[src/rtl/multi_cycle_cpu.sv]
// rtl/multi_cycle_cpu.sv - multi-cycle MIPS-I subset core with a shared request/ready memory port
module multi_cycle_cpu #(
  parameter logic [31:0] RESET_PC    = 32'h0000_0000,
  parameter logic [5:0]  HALT_OPCODE = 6'h3F,
  parameter int          RETIRE_W    = 32
) (
  input  logic                clk,
  input  logic                reset,
  output logic                mem_req,
  output logic                mem_we,
  output logic [31:0]         mem_addr,
  output logic [31:0]         mem_wdata,
  input  logic [31:0]         mem_rdata,
  input  logic                mem_ready,
  output logic                halted,
  output logic                error,
  output logic [RETIRE_W-1:0] retired
);
  localparam logic [5:0] OP_RTYPE = 6'h00;
  localparam logic [5:0] OP_J     = 6'h02;
  localparam logic [5:0] OP_BEQ   = 6'h04;
  localparam logic [5:0] OP_BNE   = 6'h05;
  localparam logic [5:0] OP_ADDI  = 6'h08;
  localparam logic [5:0] OP_LW    = 6'h23;
  localparam logic [5:0] OP_SW    = 6'h2B;
  localparam logic [RETIRE_W-1:0] RETIRE_ONE = {{(RETIRE_W-1){1'b0}}, 1'b1};

  typedef enum logic [2:0] {S_FETCH, S_DECODE, S_EXEC, S_MEM, S_WB, S_HALT} state_t;

  state_t      state, next_state;
  logic [31:0] pc, ir, a, b, alu_out, mdr;
  logic        err_q;
  logic [31:0] regs [32];

  logic [5:0]  opcode, funct;
  logic [4:0]  rs, rt, rd, wb_reg;
  logic [31:0] imm_sx, rs_val, rt_val, addr_sum, r_result, jump_target, wb_data;
  logic        funct_ok, branch_taken, is_legal_op, retire, reg_we;

  assign opcode      = ir[31:26];
  assign rs          = ir[25:21];
  assign rt          = ir[20:16];
  assign rd          = ir[15:11];
  assign funct       = ir[5:0];
  assign imm_sx      = {{16{ir[15]}}, ir[15:0]};
  assign rs_val      = (rs == 5'd0) ? 32'd0 : regs[rs];
  assign rt_val      = (rt == 5'd0) ? 32'd0 : regs[rt];
  assign addr_sum    = a + imm_sx;
  assign jump_target = {pc[31:28], ir[25:0], 2'b00};
  assign branch_taken = (opcode == OP_BEQ) ? ((a - b) == 32'd0) : ((a - b) != 32'd0);
  assign wb_reg      = (opcode == OP_RTYPE) ? rd : rt;
  assign wb_data     = (opcode == OP_LW) ? mdr : alu_out;
  assign reg_we      = (state == S_WB) && (wb_reg != 5'd0);
  assign halted      = (state == S_HALT);
  assign error       = err_q;

  always_comb begin
    is_legal_op = 1'b0;
    case (opcode)
      OP_RTYPE, OP_J, OP_BEQ, OP_BNE, OP_ADDI, OP_LW, OP_SW: is_legal_op = 1'b1;
      default: is_legal_op = 1'b0;
    endcase
  end

  always_comb begin
    r_result = 32'd0;
    funct_ok = 1'b1;
    case (funct)
      6'h20:   r_result = a + b;
      6'h22:   r_result = a - b;
      6'h24:   r_result = a & b;
      6'h25:   r_result = a | b;
      6'h2A:   r_result = {31'd0, $signed(a) < $signed(b)};
      default: funct_ok = 1'b0;
    endcase
  end

  always_ff @(posedge clk) begin
    if (reset) state <= S_FETCH;
    else       state <= next_state;
  end

  // j/beq/bne retire out of EXEC, giving every control transfer the same 3-cycle cost
  always_comb begin
    next_state = state;
    retire     = 1'b0;
    case (state)
      S_FETCH:  if (mem_ready) next_state = S_DECODE;
      S_DECODE: next_state = is_legal_op ? S_EXEC : S_HALT;
      S_EXEC: begin
        case (opcode)
          OP_RTYPE:     next_state = funct_ok ? S_WB : S_HALT;
          OP_LW, OP_SW: next_state = (addr_sum[1:0] != 2'b00) ? S_HALT : S_MEM;
          OP_ADDI:      next_state = S_WB;
          default: begin
            next_state = S_FETCH;
            retire     = 1'b1;
          end
        endcase
      end
      S_MEM: begin
        if (mem_ready) begin
          if (opcode == OP_LW) begin
            next_state = S_WB;
          end else begin
            next_state = S_FETCH;
            retire     = 1'b1;
          end
        end
      end
      S_WB: begin
        next_state = S_FETCH;
        retire     = 1'b1;
      end
      S_HALT:  next_state = S_HALT;
      default: next_state = S_FETCH;
    endcase
  end

  always_comb begin
    mem_req   = 1'b0;
    mem_we    = 1'b0;
    mem_addr  = 32'd0;
    mem_wdata = 32'd0;
    if (!reset) begin
      case (state)
        S_FETCH: begin
          mem_req  = 1'b1;
          mem_addr = pc;
        end
        S_MEM: begin
          mem_req   = 1'b1;
          mem_addr  = alu_out;
          mem_we    = (opcode == OP_SW);
          mem_wdata = (opcode == OP_SW) ? b : 32'd0;
        end
        default: mem_req = 1'b0;
      endcase
    end
  end

  always_ff @(posedge clk) begin
    if (reset) begin
      pc      <= RESET_PC;
      ir      <= 32'd0;
      a       <= 32'd0;
      b       <= 32'd0;
      alu_out <= 32'd0;
      mdr     <= 32'd0;
      err_q   <= 1'b0;
      retired <= '0;
      for (int i = 0; i < 32; i++) regs[i] <= 32'd0;
    end else begin
      if (retire) retired <= retired + RETIRE_ONE;
      if (reg_we) regs[wb_reg] <= wb_data;
      case (state)
        S_FETCH: begin
          if (mem_ready) begin
            ir <= mem_rdata;
            pc <= pc + 32'd4;
          end
        end
        S_DECODE: begin
          a       <= rs_val;
          b       <= rt_val;
          alu_out <= pc + {imm_sx[29:0], 2'b00};
          if (!is_legal_op && (opcode != HALT_OPCODE)) err_q <= 1'b1;
        end
        S_EXEC: begin
          case (opcode)
            OP_RTYPE: begin
              if (funct_ok) alu_out <= r_result;
              else          err_q   <= 1'b1;
            end
            OP_LW, OP_SW, OP_ADDI: begin
              alu_out <= addr_sum;
              if ((opcode != OP_ADDI) && (addr_sum[1:0] != 2'b00)) err_q <= 1'b1;
            end
            OP_BEQ, OP_BNE: if (branch_taken) pc <= alu_out;
            OP_J:           pc <= jump_target;
            default:        pc <= pc;
          endcase
        end
        S_MEM: if (mem_ready && (opcode == OP_LW)) mdr <= mem_rdata;
        default: mdr <= mdr;
      endcase
    end
  end
endmodule

[config.mk]
export PLATFORM = sky130hd
export DESIGN_NAME = multi_cycle_cpu
export DESIGN_NICKNAME = d
export VERILOG_FILES = /design/src/rtl/multi_cycle_cpu.sv
export SDC_FILE = /design/constraint.sdc
export NUM_CORES = 2
export LEC_CHECK = 0
export ABC_AREA = 1
export CORE_UTILIZATION = 30
export DETAILED_ROUTE_END_ITERATION = 10
export HOLD_SLACK_MARGIN = 0.05
export PLACE_DENSITY_LB_ADDON = 0.08
export SYNTH_ARGS = -nofsm -noshare
export SYNTH_HDL_FRONTEND = slang
export SYNTH_SLANG_ARGS = --single-unit
[constraint.sdc]
create_clock -name clk -period 4.2 [get_ports clk]
set_input_delay 1.05 -clock clk [delete_from_list [all_inputs] [get_ports clk]]
set_output_delay 1.05 -clock clk [all_outputs]
set_load 0.02 [all_outputs]
=== Yosys cells after proc, flatten, opt, wreduce, memory -nomap -nowiden ===
Memory sizes are Yosys's and may differ from the RTL's. A register that Yosys moved wholly into a read port is not among the register bits.
Cells that the tools add are included.

* Bits in registers: 228
* Bits in latches: 0
* Bits in writable memories: 1024
* Bits in read-only memories: 0
* Logic and storage cells: 133
* Memories kept: 1

{| class="wikitable"
|+ Memories
! name !! words !! bits a word !! read ports !! clocked after Yosys merged registers in !! write ports !! RTL line !! RTL
|-
| regs || 32 || 32 || 2 || 2 || 32 || 33 || <nowiki>logic [31:0] regs [32];</nowiki>
|}

* Add/sub/neg operators: 6
* $mul: 0
* Div/mod/pow operators: 0
* $lt $le $gt $ge: 1
* Eq/ne operators: 30
* Shifts and indexed selects: 0
* Muxes and demuxes: 53
* Bitwise logic cells: 2
* Reduce and logical (&&, ||, !) cells: 30

{| class="wikitable"
|+ Operators by type and width
! kind !! number
|-
| 32-bit two-way mux || 11
|-
| 32-bit case mux with 2 select lines || 5
|-
| 32-bit case mux with 5 select lines || 1
|-
| 32-bit adder || 3
|-
| 6-bit equality test (second input constant) || 7
|-
| 32-bit by 1-bit adder with 32-bit output (second input constant) || 1
|-
| 32-bit by 3-bit adder with 32-bit output (second input constant) || 1
|-
| 32-bit bitwise AND || 1
|-
| 32-bit logical NOT || 1
|-
| 32-bit less-than comparator || 1
|-
| 32-bit bitwise OR || 1
|-
| 32-bit nonzero test || 1
|-
| 32-bit OR reduction || 1
|-
| 32-bit subtractor || 1
|-
| 5-bit two-way mux || 6
|-
| 1-bit two-way mux || 20
|-
| 3-bit two-way mux || 5
|-
| 3-bit case mux with 5 select lines || 1
|-
| 6-bit by 3-bit equality test with 1-bit output (second input constant) || 2
|-
| 2-bit != test (second input constant) || 6
|-
| 3-bit != test (second input constant) || 4
|-
| 5-bit logical NOT || 2
|-
| 5-bit AND reduction || 2
|-
| 3-bit case mux with 3 select lines || 1
|-
| other kinds (24) || 37
|}

=== Depth between registers and ports, before layout ===
* Depth after elaboration: 9
* Gate-level depth with buffers: 26

=== Worst setup path after synthesis ===
Ideal clock, no wire load.

* Path kind: input to output
* Start: input port reset
* End: output port mem_wdata[10]
* Data arrival time: 2751 ps
* Required time: 3150 ps
* Slack: 399 ps
* Stages on the path: 7
* Cell sequence: clkbuf_1 nor2_1 clkinv_1 nor3_1 inv_1 clkbuf_1 nor2_1

* Longest elaborated chain between the ends: 1

{| class="wikitable"
|+ Ends and longest elaborated chain
! element !! RTL line !! RTL
|-
| start: declaration || 8 || <nowiki>input logic reset,</nowiki>
|-
| 32-bit two-way mux || 125 || <nowiki>if (!reset) begin</nowiki>
|-
| end: declaration || 12 || <nowiki>output logic [31:0] mem_wdata,</nowiki>
|}

No other way between the ends.

=== Worst setup path after layout ===
* Start: register state[0]
* End: output port mem_addr[1]

* Longest elaborated chain between the ends: 3
* Elaborated cells between the ends (all ways): 4
* Those cells by class: eq/ne (1); mux (2); reduce/logical (1)

{| class="wikitable"
|+ Ends and longest elaborated chain
! element !! RTL line !! RTL
|-
| start: declaration || 30 || <nowiki>state_t state, next_state;</nowiki>
|-
| start signal: assignment || 80 || <nowiki>else state <= next_state;</nowiki>
|-
| 3-bit by 2-bit equality test with 1-bit output / 3-bit logical NOT (equally long branches) || 126 || <nowiki>case (state)</nowiki>
|-
| 32-bit case mux with 2 select lines * || 126 ||
|-
| 32-bit two-way mux * || 125 ||
|-
| end: declaration || 11 || <nowiki>output logic [31:0] mem_addr,</nowiki>
|}

Every way passes the cells marked *; elsewhere a longest branch is shown, timed or not.

==> metrics.log <==
[metrics] result of the run: finished, final reports clean
[metrics] sequential element share of the synthesized area: roughly 48%
[metrics] synthesized instance count: 8859
[metrics] count of endpoints failing setup in the final report: 0
[metrics] WS Path Type: reg2out
[metrics] root buf cell: clkbuf_16
[metrics] effective utilization at floorplan: 30.2%
[metrics] combined flip-flop and latch cell area: 35500 µm²
[metrics] Max Fanout on Critical Path: 15
[metrics] FFs w/ async S/R, synth: 0%
[metrics] Setup TNS: 0 ns
[metrics] number of max-slew violations in the final report: 0
[metrics] via count of the first global-routing pass: roughly 65000
[metrics] number of hold violations in the final report: 0
[metrics] maximum capacitance violations: 0
[metrics] final std cell area, no fill: between 80000 and 90000 µm²
[metrics] detailed-router iteration count before antenna repair: 6
[metrics] total routing resource utilization after global routing: 26.7%
[metrics] Setup Skew: 0.0328 ns
[metrics] Core Area: 246000 µm²
[metrics] Worst Setup End Kind: output pin
[metrics] antenna violations before repair: 16
[metrics] total number of nets in the final design: ~9000
[metrics] post-route clock period utilization: a little over nine tenths
[metrics] Max-Slew Margin vs Limit: a little under a fifth
[metrics] total length of routed wires: 343 mm
[metrics] yosys synthesis warning count: 0
[metrics] final design utilization: between 30% and 40%
[metrics] dominant register cell in the synthesized netlist: edfxtp_1
[metrics] Hold/Removal Path Class: reg2reg
[metrics] Crit. Startpoint: state[0]
[metrics] post-layout power: ~50 mW
[metrics] number of design rule violations left after detail routing: 0
[metrics] post-CTS clock slew at the launch and capture registers of the worst setup and hold paths: ~0.05 ns
[metrics] Post-DP Area: between 80000 and 90000 µm²
[metrics] fraction of layout instances using a drive strength above 1: 9.78%
[metrics] FF-to-FF Start: a[0]
[metrics] Routed Antenna Nets: 0
[metrics] number of fillers in the final layout: around 25000
[metrics] final critical path time including I/O delays and setup: approximately 4.1 ns
[metrics] RSZ-0062 raised after global routing: yes
[metrics] detailed placer's ending HPWL: ~230 mm
[metrics] Die Width: 500 µm
[metrics] Setup WS pre-CTS: -0.00500 ns
[metrics] CTS H-Tree Depth: 4
[metrics] Final Worst Setup Slack: ~0.13 ns
[metrics] first-pass GRT wire length: between 400 and 500 mm
[metrics] total power per unit cell area: around 580 nW/µm²
[metrics] cell with the biggest individual delay on the critical path: clkdlybuf4s50_1
[metrics] number of flops mapped to enable cells by yosys: ~1000
[metrics] commonest non-fill, non-tap cell in the layout: nand2_1
[metrics] average wire per cell in the routed design: approximately 28 µm
[metrics] maximum single-stage delay on the critical path: 0.60 ns
[metrics] critical path, cell by cell: nor2_2 -> inv_1 -> nor2_1 -> buf_4 -> nand3_1 -> o21ai_0 -> buf_4 -> clkdlybuf4s50_1
[metrics] highest ir drop seen on vdd: 0.450 mV
[metrics] CTS tree: built
[metrics] number of vias per cell: ~5.6
[metrics] capturing element of the worst setup path: mem_addr[1]
[metrics] area enclosed by the die boundary: roughly 250000 µm²
[metrics] worst hold slack after final layout: roughly 0.47 ns
[metrics] Post-Syn Area: roughly 75000 µm²
[metrics] DR iter-0 viols: about 6700
[metrics] data arrival time at the worst-slack endpoint: 3.02 ns
[metrics] clock sink count: roughly 1300
[metrics] final weighted congestion of routability-driven global placement: 0.927
[metrics] number of I/O pins: about 140
[metrics] #FFs+latches synth: between 1000 and 1500
[metrics] leakage power: roughly 31 nW
[metrics] post-synthesis average cell area: 8.41 µm²
[metrics] register-to-register setup slack: roughly 0.32 ns
[metrics] Syn-to-layout area delta: 15.3%
[metrics] most repeated library cell on the critical path: buf_4
[metrics] path depth of the worst reg2reg path: 21
[metrics] row count: between 150 and 200
[metrics] Die Y: around 500 µm
[metrics] count of unique library cells instantiated by Yosys: between 60 and 70
[metrics] area of combinational cells with multiple inputs: 34800 µm²
[metrics] global route total overflow: 0
[metrics] worst-margin pin slew: around 1.2 ns
[metrics] pin count of the biggest net entering global routing: ~160
[metrics] clock buffer depth: 3
[metrics] Post-Place Cells: between 10000 and 15000
[metrics] leading cell types in the layout, fill and taps excluded: 1586 x nand2_1, 1483 x nor2_1, 1024 x edfxtp_1
[metrics] worst r2r dst: pc[29]
[metrics] Finished Layout Cells: 12200
[metrics] cts bufs inserted: 158
[metrics] Achievable Freq: around 0.25 GHz
[metrics] vias post-DR: 68300
[metrics] required time at the worst-slack endpoint: 3.15 ns
[metrics] CP startpoint kind: flip-flop
[metrics] PortBufs: between 100 and 150
[metrics] clock network latency to the later pin of the worst-skew pair: ~0.84 ns
## registers in the layout (all words and copies together), names as in the netlist, named ones only
register / flops
a: 32
alu_out: 32
b: 32
error: 1
ir: 32
mdr: 32
pc: 32
regs: 1024
retired: 32
state: 3
## synth_stat cells (15+ instances only)
cell type / n / area share (%)
o32ai_1: 32 / 0.38
xor2_1: 21 / 0.25
o221ai_1: 261 / 3.1
buf_1: 35 / 0.18
or2_2: 15 / 0.13
o2111ai_1: 15 / 0.18
buf_2: 46 / 0.31
a32oi_1: 257 / 3.0
o21ai_0: 556 / 3.7
buf_6: 25 / 0.38
a21oi_1: 612 / 4.1
nand2_1: 1642 / 8.3
a31oi_1: 27 / 0.23
dfxtp_1: 238 / 6.4
ha_1: 158 / 2.7
clkbuf_1: 642 / 3.2
nand4_1: 56 / 0.47
o211ai_1: 269 / 2.7
nor3_1: 75 / 0.50
mux2i_1: 256 / 3.4
nand3_1: 326 / 2.2
xnor2_1: 17 / 0.20
nor2_1: 1493 / 7.5
inv_1: 474 / 2.4
edfxtp_1: 1024 / 41
nor2_2: 142 / 1.2
## layer usage
| metal | vias up | wire (µm) | GRT usage [%] | share of wire [%] |
|---|---|---|---|---|
| li1 | 31000 | - | - | - |
| met1 | 33900 | 146000 | 35.1 | 43 |
| met2 | 2781 | 159000 | 43.4 | 46 |
| met3 | 567 | 23300 | 4.28 | 6.8 |
| met4 | 18 | 14100 | 10.7 | 4.1 |
| met5 | - | 118 | 0 | 0.034 |
## final cells by class
| cell class | instances | share of cell area (%) |
|---|---|---|
| sequential | 1262 | 41.4 |
| multi-input combinational | 6389 | 40.5 |
| timing repair buffer | 483 | 5.54 |
| clock buffer | 219 | 4.98 |
| tap | 3312 | 4.83 |
| inverter | 491 | 2.18 |
| clock inverter | 55 | 0.574 |
| antenna | 8 | 0.0233 |
## where the power goes
group | leakage [nW] | internal (mW) | switching (mW)
Sequential | 12.5 | 14.3 | 0.837
Combinational | 15.7 | 5.63 | 15.9
Clock | 2.30 | 7.25 | 5.84
Total | 30.5 | 27.2 | 22.6
## critical path, delay by kind of cell (launching register included)
kind | cells | cell delay, ns
AND/OR/NAND/NOR | 3 | 0.62
flip-flops | 1 | 0.35
buffers and inverters | 4 | 1.07
AO/OA/AOI/OAI | 1 | 0.15
## timing repair
| action | CTS | global route |
|---|---|---|
| hold buffers | 0 | 0 |
| gates resized for setup | 63 | 31 |
| setup endpoints to repair | 62 | 37 |
| buffers inserted | 2 | 0 |
## logic make-up after synthesis
logic type,share of synthesized area [%]
XOR/XNOR,0.447
flip-flops,47.7
AO/OA/AOI/OAI,18.2
AND/OR/NAND/NOR,20.9
buffers and inverters,6.57
multiplexers,3.44
adder cells (fa/ha/maj),2.76
other,0.00503
## worst min-delay path by stage
stage | start | end | slack, ns | cells past startpoint
floorplan | pc[0] | pc[0] | 0.44 | 2
global placement | pc[0] | pc[0] | 0.46 | 2
detailed placement | pc[0] | pc[0] | 0.46 | 2
CTS | pc[0] | pc[0] | 0.47 | 2
global route | alu_out[2] | alu_out[2] | 0.49 | 2
finish | pc[0] | pc[0] | 0.47 | 2
Power figures use the tool's default switching activity.
